## src/rtl/rx_parser_arbiter_if.sv

```systemverilog
`default_nettype none
// ============================================================================
// Module   : rx_parser_arbiter_if
// Purpose  : Bundle of MAC receive streams and parser-side strobes shared
//            between the RX parser arbiter and its surroundings.
// Revision : 1.0  initial release
// ============================================================================
interface rx_parser_arbiter_if #(
    parameter int NUM_PORTS = 4,
    parameter int PORT_W    = 2
);
    // MAC receive side, one lane per port
    logic [64*NUM_PORTS-1:0] in_data;
    logic [NUM_PORTS-1:0]    in_valid;
    logic [NUM_PORTS-1:0]    in_sop;
    logic [NUM_PORTS-1:0]    in_eop;
    logic [NUM_PORTS-1:0]    in_ready;

    // Parser / packetizer side
    logic [63:0]             pz_data;
    logic                    pz_en;
    logic                    pz_start_packet;
    logic                    pz_end_packet;
    logic [PORT_W-1:0]       pz_port;

    // Status
    logic                    truncated;
    logic [31:0]             pkt_count;
    logic [15:0]             drop_count;
    logic [15:0]             trunc_count;

    // Environment view: drives the streams, observes everything else
    modport master (
        output in_data, in_valid, in_sop, in_eop,
        input  in_ready,
        input  pz_data, pz_en, pz_start_packet, pz_end_packet, pz_port,
        input  truncated, pkt_count, drop_count, trunc_count
    );

    // Arbiter view
    modport slave (
        input  in_data, in_valid, in_sop, in_eop,
        output in_ready,
        output pz_data, pz_en, pz_start_packet, pz_end_packet, pz_port,
        output truncated, pkt_count, drop_count, trunc_count
    );
endinterface
`default_nettype wire

```

## src/rtl/rx_parser_arbiter.sv

```systemverilog
`default_nettype none
// ============================================================================
// Module   : rx_parser_arbiter
// Purpose  : Packet-granular round-robin arbiter sharing one RX header
//            parser among NUM_PORTS MAC streams. Holds a grant for a whole
//            packet, forwards beats registered, forces an idle gap after each
//            packet and truncates packets longer than MAX_BEATS.
// Revision : 1.0  initial release
// ============================================================================
module rx_parser_arbiter #(
    parameter int NUM_PORTS  = 4,
    parameter int PORT_W     = 2,
    parameter int GAP_CYCLES = 2,
    parameter int MAX_BEATS  = 190
) (
    input  logic               clk,
    input  logic               reset,
    rx_parser_arbiter_if.slave bus
);

    typedef enum logic [1:0] {
        ST_IDLE  = 2'd0,
        ST_XFER  = 2'd1,
        ST_DRAIN = 2'd2,
        ST_GAP   = 2'd3
    } state_t;

    localparam int                  c_bcnt_w    = $clog2(MAX_BEATS + 1);
    localparam logic [c_bcnt_w-1:0] c_max_beats = c_bcnt_w'(MAX_BEATS);
    localparam logic [3:0]          c_gap_last  = 4'((GAP_CYCLES > 0) ? GAP_CYCLES - 1 : 0);
    localparam logic [PORT_W-1:0]   c_rr_init   = PORT_W'(NUM_PORTS - 1);
    // With no gap configured the arbiter can re-arbitrate right after a packet
    localparam state_t              c_after_end = (GAP_CYCLES == 0) ? ST_IDLE : ST_GAP;

    state_t                r_state, w_state_nxt;
    logic [PORT_W-1:0]     r_rr_last;      // last granted port, drives rotation
    logic [PORT_W-1:0]     r_gnt;          // current owner, also reported as pz_port
    logic [c_bcnt_w-1:0]   r_beat_cnt, w_bcnt_nxt, w_bcnt_inc;
    logic [3:0]            r_gap_cnt, w_gap_nxt;
    logic [63:0]           r_data;
    logic                  r_en, r_start, r_end, r_trunc;
    logic [31:0]           r_pkt_cnt;
    logic [15:0]           r_drop_cnt, r_trunc_cnt;

    logic [NUM_PORTS-1:0]  w_cand, w_orph_vec, w_orph_oh, w_ready;
    logic [PORT_W-1:0]     w_sel, w_src;
    logic                  w_found;
    int                    w_idx;
    logic [63:0]           w_src_data;
    logic                  w_fwd, w_start, w_end, w_trunc, w_tinc, w_drop, w_grant;

    assign w_bcnt_inc = r_beat_cnt + c_bcnt_w'(1);
    assign w_src_data = bus.in_data[64*w_src +: 64];

    // Orphan beats: lowest-index valid non-sop port, isolated as a one-hot
    assign w_orph_vec = bus.in_valid & ~bus.in_sop;
    assign w_orph_oh  = w_orph_vec & (~w_orph_vec + NUM_PORTS'(1));

    // Round-robin search for the next sop candidate after the last grant
    always_comb begin
        w_cand  = bus.in_valid & bus.in_sop;
        w_found = 1'b0;
        w_sel   = r_rr_last;
        w_idx   = 0;
        for (int k = 1; k <= NUM_PORTS; k++) begin
            w_idx = int'(r_rr_last) + k;
            if (w_idx >= NUM_PORTS) begin
                w_idx = w_idx - NUM_PORTS;
            end
            if (!w_found && w_cand[PORT_W'(w_idx)]) begin
                w_found = 1'b1;
                w_sel   = PORT_W'(w_idx);
            end
        end
    end

    // State register
    always_ff @(posedge clk or posedge reset) begin
        if (reset) begin
            r_state <= ST_IDLE;
        end else begin
            r_state <= w_state_nxt;
        end
    end

    // Next-state, ready steering and per-beat event strobes
    always_comb begin
        w_state_nxt = r_state;
        w_ready     = '0;
        w_src       = r_gnt;
        w_fwd       = 1'b0;
        w_start     = 1'b0;
        w_end       = 1'b0;
        w_trunc     = 1'b0;
        w_tinc      = 1'b0;
        w_drop      = 1'b0;
        w_grant     = 1'b0;
        w_bcnt_nxt  = r_beat_cnt;
        w_gap_nxt   = '0;
        unique case (r_state)
            ST_IDLE: begin
                if (w_found) begin
                    w_src          = w_sel;
                    w_ready[w_sel] = 1'b1;
                    w_fwd          = 1'b1;
                    w_start        = 1'b1;
                    w_grant        = 1'b1;
                    w_bcnt_nxt     = c_bcnt_w'(1);
                    if (bus.in_eop[w_sel]) begin
                        w_end       = 1'b1;
                        w_state_nxt = c_after_end;
                    end else begin
                        w_state_nxt = ST_XFER;
                    end
                end else if (|w_orph_oh) begin
                    w_ready = w_orph_oh;
                    w_drop  = 1'b1;
                end
            end
            ST_XFER: begin
                w_ready[r_gnt] = 1'b1;
                if (bus.in_valid[r_gnt]) begin
                    w_fwd      = 1'b1;
                    w_bcnt_nxt = w_bcnt_inc;
                    if (bus.in_sop[r_gnt]) begin
                        // New sop without a closing eop: close the open packet here
                        w_end       = 1'b1;
                        w_tinc      = 1'b1;
                        w_state_nxt = c_after_end;
                    end else if (bus.in_eop[r_gnt]) begin
                        w_end       = 1'b1;
                        w_state_nxt = c_after_end;
                    end else if (w_bcnt_inc == c_max_beats) begin
                        w_end       = 1'b1;
                        w_trunc     = 1'b1;
                        w_tinc      = 1'b1;
                        w_state_nxt = ST_DRAIN;
                    end
                end
            end
            ST_DRAIN: begin
                w_ready[r_gnt] = 1'b1;
                if (bus.in_valid[r_gnt] && bus.in_eop[r_gnt]) begin
                    w_state_nxt = c_after_end;
                end
            end
            ST_GAP: begin
                if (r_gap_cnt == c_gap_last) begin
                    w_state_nxt = ST_IDLE;
                end else begin
                    w_gap_nxt = r_gap_cnt + 4'd1;
                end
            end
            default: w_state_nxt = ST_IDLE;
        endcase
    end

    // Registered parser strobes, grant bookkeeping and statistics counters
    always_ff @(posedge clk or posedge reset) begin
        if (reset) begin
            r_rr_last   <= c_rr_init;
            r_gnt       <= '0;
            r_beat_cnt  <= '0;
            r_gap_cnt   <= '0;
            r_data      <= '0;
            r_en        <= 1'b0;
            r_start     <= 1'b0;
            r_end       <= 1'b0;
            r_trunc     <= 1'b0;
            r_pkt_cnt   <= '0;
            r_drop_cnt  <= '0;
            r_trunc_cnt <= '0;
        end else begin
            r_en       <= w_fwd;
            r_start    <= w_start;
            r_end      <= w_end;
            r_trunc    <= w_trunc;
            r_beat_cnt <= w_bcnt_nxt;
            r_gap_cnt  <= w_gap_nxt;
            if (w_fwd) begin
                r_data <= w_src_data;
            end
            if (w_grant) begin
                r_rr_last <= w_sel;
                r_gnt     <= w_sel;
            end
            if (w_end) begin
                r_pkt_cnt <= r_pkt_cnt + 32'd1;
            end
            if (w_drop) begin
                r_drop_cnt <= r_drop_cnt + 16'd1;
            end
            if (w_tinc) begin
                r_trunc_cnt <= r_trunc_cnt + 16'd1;
            end
        end
    end

    assign bus.in_ready        = w_ready;
    assign bus.pz_data         = r_data;
    assign bus.pz_en           = r_en;
    assign bus.pz_start_packet = r_start;
    assign bus.pz_end_packet   = r_end;
    assign bus.pz_port         = r_gnt;
    assign bus.truncated       = r_trunc;
    assign bus.pkt_count       = r_pkt_cnt;
    assign bus.drop_count      = r_drop_cnt;
    assign bus.trunc_count     = r_trunc_cnt;

endmodule
`default_nettype wire

```

## src/flat_wrapper.sv

```systemverilog
// flat-port wrapper written by rule: the top's interface ports become plain ports
module rx_parser_arbiter_flat 
#(
    parameter int NUM_PORTS  = 4,
    parameter int PORT_W     = 2,
    parameter int GAP_CYCLES = 2,
    parameter int MAX_BEATS  = 190
)
  (clk, reset, bus_in_data, bus_in_valid, bus_in_sop, bus_in_eop, bus_in_ready, bus_pz_data, bus_pz_en, bus_pz_start_packet, bus_pz_end_packet, bus_pz_port, bus_truncated, bus_pkt_count, bus_drop_count, bus_trunc_count);
  rx_parser_arbiter_if #(.NUM_PORTS(NUM_PORTS), .PORT_W(PORT_W)) bus_i ();
  input  logic clk;
  input  logic reset;
  input wire logic [$bits(bus_i.in_data)-1:0] bus_in_data;
  input wire logic [$bits(bus_i.in_valid)-1:0] bus_in_valid;
  input wire logic [$bits(bus_i.in_sop)-1:0] bus_in_sop;
  input wire logic [$bits(bus_i.in_eop)-1:0] bus_in_eop;
  output wire logic [$bits(bus_i.in_ready)-1:0] bus_in_ready;
  output wire logic [$bits(bus_i.pz_data)-1:0] bus_pz_data;
  output wire logic [$bits(bus_i.pz_en)-1:0] bus_pz_en;
  output wire logic [$bits(bus_i.pz_start_packet)-1:0] bus_pz_start_packet;
  output wire logic [$bits(bus_i.pz_end_packet)-1:0] bus_pz_end_packet;
  output wire logic [$bits(bus_i.pz_port)-1:0] bus_pz_port;
  output wire logic [$bits(bus_i.truncated)-1:0] bus_truncated;
  output wire logic [$bits(bus_i.pkt_count)-1:0] bus_pkt_count;
  output wire logic [$bits(bus_i.drop_count)-1:0] bus_drop_count;
  output wire logic [$bits(bus_i.trunc_count)-1:0] bus_trunc_count;
  assign bus_i.in_data = bus_in_data;
  assign bus_i.in_valid = bus_in_valid;
  assign bus_i.in_sop = bus_in_sop;
  assign bus_i.in_eop = bus_in_eop;
  assign bus_in_ready = bus_i.in_ready;
  assign bus_pz_data = bus_i.pz_data;
  assign bus_pz_en = bus_i.pz_en;
  assign bus_pz_start_packet = bus_i.pz_start_packet;
  assign bus_pz_end_packet = bus_i.pz_end_packet;
  assign bus_pz_port = bus_i.pz_port;
  assign bus_truncated = bus_i.truncated;
  assign bus_pkt_count = bus_i.pkt_count;
  assign bus_drop_count = bus_i.drop_count;
  assign bus_trunc_count = bus_i.trunc_count;
  rx_parser_arbiter #(.NUM_PORTS(NUM_PORTS), .PORT_W(PORT_W), .GAP_CYCLES(GAP_CYCLES), .MAX_BEATS(MAX_BEATS)) u_core (.clk(clk), .reset(reset), .bus(bus_i));
endmodule
```

## config.mk

```make
export PLATFORM = sky130hd
export DESIGN_NAME = rx_parser_arbiter_flat
export DESIGN_NICKNAME = d
export VERILOG_FILES = /design/src/rtl/rx_parser_arbiter_if.sv /design/src/rtl/rx_parser_arbiter.sv /design/src/flat_wrapper.sv
export SDC_FILE = /design/constraint.sdc
export NUM_CORES = 1
export LEC_CHECK = 0
export CAP_MARGIN = 5
export CORE_AREA = 2 2 160 162
export CTS_CLUSTER_SIZE = 16
export DETAILED_ROUTE_END_ITERATION = 7
export DIE_AREA = 0 0 162 164
export PLACE_DENSITY = 0.72
export SYNTH_ARGS = -nofsm -noshare
export SYNTH_HDL_FRONTEND = slang
export SYNTH_SLANG_ARGS = --single-unit
```

## constraint.sdc

```tcl
create_clock -name clk -period 6 [get_ports clk]
set_input_delay 0.9 -clock clk [delete_from_list [all_inputs] [get_ports clk]]
set_output_delay 0.9 -clock clk [all_outputs]
set_load 0.01 [all_outputs]
```

# After elaboration in Yosys (flattened, before gate mapping)
# Index checks and enable logic that the tools add are counted.
[classes] addsub=14 n_lt_le_gt_ge=12 eq_ne=10 shift=1 n_mux=76 bitwise=5 n_reduce_logical=15
[ops] op="indexed part select 256 x 9 -> 64 bit" count=1
[ops] op="two-way mux 1 bit" count=37
[ops] op="two-way mux 2 bit" count=18
[ops] op="adder 16 x 1 -> 16 bit (second input constant)" count=2
[ops] op="adder 32 x 1 -> 32 bit (second input constant)" count=1
[ops] op="binary-select mux 1 bit (select 2 bit)" count=8
[ops] op="< comparator 2 x 4 -> 1 bit (second input constant)" count=4
[ops] op="two-way mux 4 bit" count=4
[ops] op="two-way mux 8 bit" count=2
[ops] op="one-hot mux 8 bit (2 select lines)" count=1
[ops] op="bitwise AND 4 bit" count=3
[ops] op="greater-or-equal comparator 3 bit (second input constant)" count=3
[ops] op="adder 4 x 1 -> 4 bit (second input constant)" count=2
[ops] op="adder 8 x 1 -> 8 bit (second input constant)" count=1
[ops] op="== test 8 bit (second input constant)" count=1
[ops] op="inequality test 2 x 1 -> 1 bit (second input constant)" count=4
[ops] op="inverter 4 bit" count=2
[ops] op="one-hot mux 2 bit (4 select lines)" count=1
[ops] op="one-hot mux 4 bit (2 select lines)" count=1
[ops] op="subtractor 2 x 1 -> 2 bit (second input constant)" count=4
[ops] op="adder 2 x 2 -> 3 bit (second input constant)" count=2
[ops] op="logical AND 1 bit" count=6
[ops] op="< comparator 2 x 3 -> 1 bit (second input constant)" count=2
[ops] op="AND reduction 5 bit" count=1
[ops] op="16 further kinds" count=22
[word_totals] regBits=150 input_bits=270 out_inout_bits=138

# Logic depth before layout (Yosys ltp)
# Gate-level depths: netlist (run 1).
[depth] word_depth=22 mapped_depth=11 ltp_nobuf=9

# Worst setup path after synthesis (run 1)
# No wires, ideal clock.
[synth_timing] path_kind="input-to-output" from="in bus_in_sop[1]" to="out bus_in_ready[3]" t_arrival_ps=2239 required_ps=5100 setup_slack_ps=2861 stages=5 path_cell_list="a22oi_1 -> and3b_1 -> or2_2 -> or3_4 -> a21oi_1"
[synth_via] elab_chain_cells=20 word_cells_on_any_way=41 classes_between="add/sub: 1; order compare: 2; mux: 25; bitwise: 5; reduce/logical: 8"
[synth_lines] element="from (decl)" line_no="flat_wrapper.sv:15" rtl="input wire logic [$bits(bus_i.in_sop)-1:0] bus_in_sop;"
[synth_lines] element="bitwise AND 4 bit" line_no="rx_parser_arbiter.sv:61" rtl="w_cand = bus.in_valid & bus.in_sop;"
[synth_lines] element="binary-select mux 1 bit (select 2 bit)" line_no="rx_parser_arbiter.sv:70" rtl="if (!w_found && w_cand[PORT_W'(w_idx)]) begin"
[synth_lines] element="two-way mux 1 bit (not written as such) (2 in a row)" line_no="rx_parser_arbiter.sv:70"
[synth_lines] element="two-way mux 1 bit" line_no="rx_parser_arbiter.sv:70"
[synth_lines] element="logical NOT 1 bit" line_no="rx_parser_arbiter.sv:70"
[synth_lines] element="logical AND 1 bit" line_no="rx_parser_arbiter.sv:70"
[synth_lines] element="two-way mux 1 bit" line_no="rx_parser_arbiter.sv:70"
[synth_lines] element="logical NOT 1 bit" line_no="rx_parser_arbiter.sv:70"
[synth_lines] element="(+3 left out)"
[synth_lines] element="logical AND 1 bit" line_no="rx_parser_arbiter.sv:70"
[synth_lines] element="two-way mux 2 bit" line_no="rx_parser_arbiter.sv:70"
[synth_lines] element="< comparator 2 x 3 -> 1 bit (not written as such) or greater-or-equal comparator 2 x 1 -> 1 bit (tied branches)" line_no="rx_parser_arbiter.sv:104" rtl="w_ready[w_sel] = 1'b1;"
[synth_lines] element="logical AND 1 bit (not written as such)" line_no="rx_parser_arbiter.sv:104"
[synth_lines] element="two-way mux 1 bit (not written as such)" line_no="rx_parser_arbiter.sv:104"
[synth_lines] element="demux 1 bit (select 2 bit)"
[synth_lines] element="two-way mux 4 bit (*)" line_no="rx_parser_arbiter.sv:102" rtl="if (w_found) begin"
[synth_lines] element="one-hot mux 4 bit (2 select lines) (*)" line_no="rx_parser_arbiter.sv:100" rtl="unique case (r_state)"
[synth_lines] element="to (decl)" line_no="flat_wrapper.sv:17" rtl="output wire logic [$bits(bus_i.in_ready)-1:0] bus_in_ready;"
# Every way passes the cells marked *; elsewhere a longest branch is shown, timed or not. The select of a mux whose other input is x is not followed.

# Worst setup path in the final report (run 1)
[layout_timing] from="in bus_in_valid[1]" to="out bus_in_ready[0]"
[layout_via] elab_chain_cells=20 word_cells_on_any_way=40 classes_between="add/sub: 1; order compare: 2; mux: 25; bitwise: 4; reduce/logical: 8"
[layout_lines] element="from (decl)" line_no="flat_wrapper.sv:14" rtl="input wire logic [$bits(bus_i.in_valid)-1:0] bus_in_valid;"
[layout_lines] element="bitwise AND 4 bit" line_no="rx_parser_arbiter.sv:61"
[layout_lines] element="binary-select mux 1 bit (select 2 bit)" line_no="rx_parser_arbiter.sv:70"
[layout_lines] element="two-way mux 1 bit (not written as such) (2 in a row)" line_no="rx_parser_arbiter.sv:70"
[layout_lines] element="two-way mux 1 bit" line_no="rx_parser_arbiter.sv:70"
[layout_lines] element="logical NOT 1 bit" line_no="rx_parser_arbiter.sv:70"
[layout_lines] element="logical AND 1 bit" line_no="rx_parser_arbiter.sv:70"
[layout_lines] element="two-way mux 1 bit" line_no="rx_parser_arbiter.sv:70"
[layout_lines] element="logical NOT 1 bit" line_no="rx_parser_arbiter.sv:70"
[layout_lines] element="(+3 left out)"
[layout_lines] element="logical AND 1 bit" line_no="rx_parser_arbiter.sv:70"
[layout_lines] element="two-way mux 2 bit" line_no="rx_parser_arbiter.sv:70"
[layout_lines] element="< comparator 2 x 3 -> 1 bit (not written as such) or greater-or-equal comparator 2 x 1 -> 1 bit (tied branches)" line_no="rx_parser_arbiter.sv:104"
[layout_lines] element="logical AND 1 bit (not written as such)" line_no="rx_parser_arbiter.sv:104"
[layout_lines] element="two-way mux 1 bit (not written as such)" line_no="rx_parser_arbiter.sv:104"
[layout_lines] element="demux 1 bit (select 2 bit)"
[layout_lines] element="two-way mux 4 bit (*)" line_no="rx_parser_arbiter.sv:102"
[layout_lines] element="one-hot mux 4 bit (2 select lines) (*)" line_no="rx_parser_arbiter.sv:100"
# Marked as above.

==> impl_metrics.toml, run 1 <==
[detailed_routing]
route.detailed.drc = 0
num_vias = 7967
drt-pass1-iter-count = 8
detail_route.wl_per_cell_um = 19.2
drt-initial-drc-count = 989
routed_wl_um = 29400
ant_nets = 0
viasPerCell = 5.21

[floorplan]
ioPinCount = 408
fp.dieW_um = 162
fp-row-count = 58
initial_core_util_pct = 32.0
die_area_mm2 = 0.0266
coreArea_mm2 = 0.0248
die_h_um = 164

[setup_path]
cp-start-kind = "primary input"
critPathMaxStageDelay_ns = 0.68
critPathTopFamily = "compound AO/OA/AOI/OAI gates"
required_ns = 5.10
r2r_cells = 7
arrival_ns = 3.59
timing.rr.end = "u_core.bus.pz_data[42]$_DFFE_PP0P_"
rrSetupSlack_ns = 2.36
slowest_stage = "a32oi_2"
crit_cells = 9
crit_path_end = "bus_in_ready[0]"
rr_startpoint = "u_core.r_rr_last[0]$_DFFE_PP1P_"
crit_fanout = 12
critical_path_class = "primary input to output port"
path_cells = "clkdlybuf4s50_1, and3b_1, a311o_1, a32oi_2, nand3_1, o21ai_0, a21oi_1, nor2_1, clkdlybuf4s50_1"
path_common_cell = "clkdlybuf4s50_1"
startpoint = "bus_in_valid[1]"
path_buf_inv = 2
end_kind = "output port"

[yosys]
synth_edf_count = 0
synth_ff_type = "dfrtp_1"
yosysMostFrequentCell = "dfrtp_1"
syn_nets = 1080
syn-cell-area_mm2 = 0.00794
yosysUniqueCellTypes = 62
ys_seq_elements = 150
async_flop_share_pct = 100
netlist_top_cells_count = "dfrtp_1 (148), nand2_1 (103), nor2_1 (91)"
synth_cells = 798
synth_top_area_cell = "dfrtp_1"
syn_area_per_cell_um2 = 9.94
ys_warn_count = 0
synth_top_cell_area_share_pct = 46.7
synthTopCellsByArea = "dfrtp_1 (47%), a222oi_1 (8.1%), a31oi_1 (5.1%)"
yosysSeqAreaShare_pct = 47.3

[min_path]
hp-class = "flip-flop to flip-flop"
whs_path_depth = 1

[timing]
worst_pin_slew_ns = 1.01
rsz0062_at_grt = "no"
relSlewSlack_pct = 32.7
maxSlewViolCount = 0
finalHoldViolations = 0
post-route-min-period_ns = 4.49
setup_ws_ns = 1.51
max_freq_mhz = 223
setup_viol = 0
finalCritPeriodShare_pct = 74.9
fin_tns_setup_ns = 0
fin_worst_skew_ns = 0.0129

[clock_network]
insertion_delay_ns = 0.42
cts_hold_buf = 0
cts.clk_slew.worst_paths_ns = 0.06
numCtsBuffers = 17
cts_setup_buffers = 0
clock-root-buffer = "clkbuf_16"
cts-htree-levels = 4
cts_buffer_depth = 2
clock-sinks = 150
cts_resized = 0
cts_tree = "done"

[place]
dp_slack_ns = 1.54
hpwl_um = 22200
port_buffers = 407
place.gp.congestion = 0.850

[cells_and_area]
areaGrowthSynthToFinish_pct = 61.9
drive_gt1_share_pct = 6.04
fin_nets = 1461
multi_input_area_mm2 = 0.00390
fillerInstances = 2288
seq_area_mm2 = 0.00376

[grt]
grt_start_max_net_pins = 109
grt_pass1_wl_um = 44000
grt_pass1_vias = 7720
track_usage_pct = 21.5
overflow = 0
antenna_found_initial = 5

[status]
run_status = "finished clean"

[power]
ir_worst_vdd_v = 0.000249
power_density_mw_per_mm2 = 420
p_leak_nw = 5.20

[job]
cap_violations = 0
[state kept, by name (all words and copies together) (netlist names)]
register / cells
u_core.bus.truncated: 1
u_core.bus.trunc_count: 16
u_core.bus.pz_port: 2
u_core.bus.pz_data: 64
u_core.r_state: 2
u_core.r_rr_last: 2
u_core.r_beat_cnt: 8
u_core.bus.pkt_count: 32
u_core.bus.pz_end_packet: 1
u_core.bus.pz_en: 1
u_core.bus.drop_count: 16
u_core.r_gap_cnt: 4
u_core.bus.pz_start_packet: 1
[area by class of cell]
type / count / area share (%)
Antenna cell: 6 / 0.117
Timing Repair Buffer: 413 / 32.1
Multi-Input combinational cell: 586 / 30.4
Clock inverter: 14 / 1.28
Sequential cell: 150 / 29.2
Clock buffer: 18 / 3.34
Inverter: 11 / 0.360
Tap cell: 330 / 3.21
[worst register-to-register path: stages (launching register included)]
cell and delay, ns:
dfstp_2 0.57, and3b_1 0.21, a311o_1 0.33, a32oi_2 0.68, or3_4 0.28, nand2_4 0.37
a222oi_1 0.88, a31oi_1 0.16
[power by group]
group,internal [mW],switching [mW]
Combinational,1.25,1.46
Sequential,1.33,0.246
Clock,0.627,0.479
[through the flow]
stage	total power [mW]	hold slack (ns)	instances	utilization, %	instance area, µm²
final	5.39	0.469	1528	51.8	12800
after global routing	5.73	0.482	1526	51.7	12800
after CTS	5.44	0.471	1522	51.7	12800
after detailed placement	4.32	0.461	1490	49.3	12200
after global placement	4.27	0.458	1490	49.3	12200
after floorplan	3.12	0.459	798	-	7940
[layout by cell type, fill, tap and decap left out, types with 3 or more instances in the layout]
cell type          n
nor4_2             7
nor3b_1            3
o21ai_0           15
nor2_1            91
xnor2_1           28
nand3_1           36
ha_1              12
diode_2            6
clkdlybuf4s50_1  407
inv_1              9
clkbuf_16         17
nor4b_1            5
and4_1             3
dfrtp_1          148
nand3b_1           3
nor3_1            15
a31oi_1           65
a22o_1             6
nand2b_1           5
and3_1             7
nand2_1          102
a21oi_1           13
buf_4              6
a222oi_1          64
o211ai_1           5
xor2_1            36
inv_6              7
nand4_1            9
a21o_1             5
mux4_2             3
mux2i_1            4
and2_1             7
[logic make-up (layout without fill, tap and decap cells)]
logic type	count (synthesis)	count (layout)	share of synthesized area, %
AO/OA/AOI/OAI	189	189	18.8
other	0	6	0
flip-flops	150	150	47.3
XOR/XNOR	64	64	7.06
multiplexers	11	11	1.97
buffers and inverters	62	456	3.96
AND/OR/NAND/NOR	310	310	19.0
adder cells (fa/ha/maj)	12	12	1.89
[how the worst min path moves through the flow]
| stage | startpoint | endpoint | slack (ns) |
|---|---|---|---|
| global route | u_core.bus.trunc_count[15]$_DFFE_PP0P_ | u_core.bus.trunc_count[15]$_DFFE_PP0P_ | 0.48 |
| global placement | u_core.bus.pkt_count[31]$_DFFE_PP0P_ | u_core.bus.pkt_count[31]$_DFFE_PP0P_ | 0.46 |
| finish | u_core.bus.pkt_count[31]$_DFFE_PP0P_ | u_core.bus.pkt_count[31]$_DFFE_PP0P_ | 0.47 |
| detailed placement | u_core.bus.pkt_count[31]$_DFFE_PP0P_ | u_core.bus.pkt_count[31]$_DFFE_PP0P_ | 0.46 |
| CTS | u_core.bus.pkt_count[31]$_DFFE_PP0P_ | u_core.bus.pkt_count[31]$_DFFE_PP0P_ | 0.47 |
| floorplan | u_core.r_gap_cnt[0]$_DFF_PP0_ | u_core.r_gap_cnt[0]$_DFF_PP0_ | 0.46 |
[routing by layer]
| metal | GRT usage [%] | up-vias | share of wire [%] |
|---|---|---|---|
| li1 | - | 3758 | - |
| met1 | 26.8 | 3783 | 39 |
| met2 | 35.3 | 366 | 49 |
| met3 | 4.62 | 58 | 7.5 |
| met4 | 10.9 | 2 | 3.8 |
| met5 | 0 | - | 0.044 |
Note: power is estimated with default switching activity, not from simulation.
==> run 2, diff against run 1 <==
CORE_AREA = 2 2 159 161   (was 2 2 160 162)
DIE_AREA = 0 0 161 163   (was 0 0 162 164)
PLACE_DENSITY = 0.75   (was 0.72)
clock period = 3.7 ns   (was 6 ns; I/O delays follow)
==> run 2 against run 1 <==
  * The flow now finishes with violations (design-rule violations)
  * Register-to-register slack worse by 1.6 ns
  * Non-clock buffer count is 18 higher
  * Combinational power is 69% higher
  * Final area is 1.5% higher
  * Critical path depth is 2 lower
==> impl_metrics.toml, run 2 (same netlist as run 1, synthesis figures left out) <==
[status]
run_status = "finished, violations left"
violations = "design-rule violations"

[setup_path]
rr_startpoint = "u_core.r_rr_last[0]$_DFFE_PP1P_"
critical_path_class = "primary input to output port"
r2r_cells = 8
rrSetupSlack_ns = 0.74
required_ns = 3.14
end_kind = "output port"
timing.rr.end = "u_core.bus.pkt_count[1]$_DFFE_PP0P_"
startpoint = "bus_in_sop[3]"
crit_fanout = 6
arrival_ns = 3.03
cp-start-kind = "primary input"

[floorplan]
fp.dieW_um = 161
fp-row-count = 58
ioPinCount = 408
die_area_mm2 = 0.0262
initial_core_util_pct = 32.2
coreArea_mm2 = 0.0247
die_h_um = 163

[cells_and_area]
post-route-util_pct = 52.8
finish.instance_area_mm2 = 0.0130
largest_register_ffs = 64
multi_input_area_mm2 = 0.00390
fillerInstances = 2250
layout_commonest_cell = "clkdlybuf4s50_1"
areaGrowthSynthToFinish_pct = 64.3
mostFrequentLayoutCells = "clkdlybuf4s50_1 (407), dfrtp_1 (148), nand2_1 (102)"
stdcell_count = 1546
fin_nets = 1479
drive_gt1_share_pct = 7.52
seq_area_mm2 = 0.00376

[clock_network]
cts_buffer_depth = 2
cts-htree-levels = 4
cts.clk_slew.worst_paths_ns = 0.07
cts_setup_buffers = 0
cts_hold_buf = 0
numCtsBuffers = 17
cts_tree = "done"
clock-root-buffer = "clkbuf_16"
insertion_delay_ns = 0.42
clock-sinks = 150
cts_resized = 0

[place]
place_area_mm2 = 0.0124
port_buffers = 407
place.gp.congestion = 0.887
dp.cells = 1508
hpwl_um = 22100
dp_slack_ns = 0.144

[min_path]
hp-start = "u_core.bus.pkt_count[31]$_DFFE_PP0P_"
holdPathEnd = "u_core.bus.pkt_count[31]$_DFFE_PP0P_"
whs_path_depth = 1
hp-class = "flip-flop to flip-flop"

[timing]
relSlewSlack_pct = 20.4
rsz0062_at_grt = "no"
setup_viol = 0
hold_ws_ns = 0.468
worst_pin_slew_ns = 1.19
max_freq_mhz = 279
setup_ws_ns = 0.113
fin_tns_setup_ns = 0
finalHoldViolations = 0
post-route-min-period_ns = 3.59
fin_worst_skew_ns = 0.0189
finalCritPeriodShare_pct = 96.9
maxSlewViolCount = 0

[detailed_routing]
ant_nets = 0
detail_route.wl_per_cell_um = 19.3
drt-pass1-iter-count = 8
route.detailed.drc = 11
routed_wl_um = 29800
num_vias = 8087
drt-initial-drc-count = 861
viasPerCell = 5.23

[power]
p_leak_nw = 5.30
power_density_mw_per_mm2 = 689
finalPower_mw = 8.99
ir_worst_vdd_v = 0.000448

[job]
cap_violations = 0

[grt]
antenna_found_initial = 7
grt_start_max_net_pins = 151
grt_pass1_vias = 7864
overflow = 0
grt_pass1_wl_um = 44400
track_usage_pct = 21.9
run 2: final cells by class:
cell class / count / area share (%)
Antenna cell: 6 / 0.115
Clock buffer: 17 / 3.26
Clock inverter: 15 / 1.35
Inverter: 11 / 0.345
Multi-Input combinational cell: 586 / 29.9
Sequential cell: 150 / 28.8
Tap cell: 330 / 3.17
Timing Repair Buffer: 431 / 33.0
run 2: worst max path at each step:
stage,end,cells past startpoint
finish,bus_in_ready[3],7
global route,bus_in_ready[3],7
CTS,bus_in_ready[3],7
detailed placement,bus_in_ready[3],7
global placement,bus_in_ready[3],7
floorplan,u_core.bus.pkt_count[1]$_DFFE_PP0P_,7
run 2: per-layer routing:
| metal | GRT usage (%) | wire (µm) | vias to the layer above | share of wire, % |
|---|---|---|---|---|
| met3 | 4.76 | 2010 | 47 | 6.8 |
| met4 | 10.2 | 951 | 2 | 3.2 |
| li1 | - | - | 3792 | - |
| met2 | 36.8 | 14700 | 355 | 50 |
| met1 | 27.0 | 12000 | 3891 | 40 |
| met5 | 0 | 11 | - | 0.037 |
run 2: critical path, stage by stage:
cell and delay (ns):
clkdlybuf4s50_1 0.61, a22oi_2 0.18, o21ba_2 0.26, or2_2 0.35
or3_4 0.37, a21oi_1 0.13, clkdlybuf4s50_1 0.56
run 2: power by group:
part           total (mW)  switching, mW  leakage [nW]  internal (mW)
Sequential           2.56          0.397          1.87           2.16
Combinational        4.59           2.42          3.14           2.18
Clock                1.84          0.812         0.289           1.02
Total                8.99           3.63          5.30           5.36
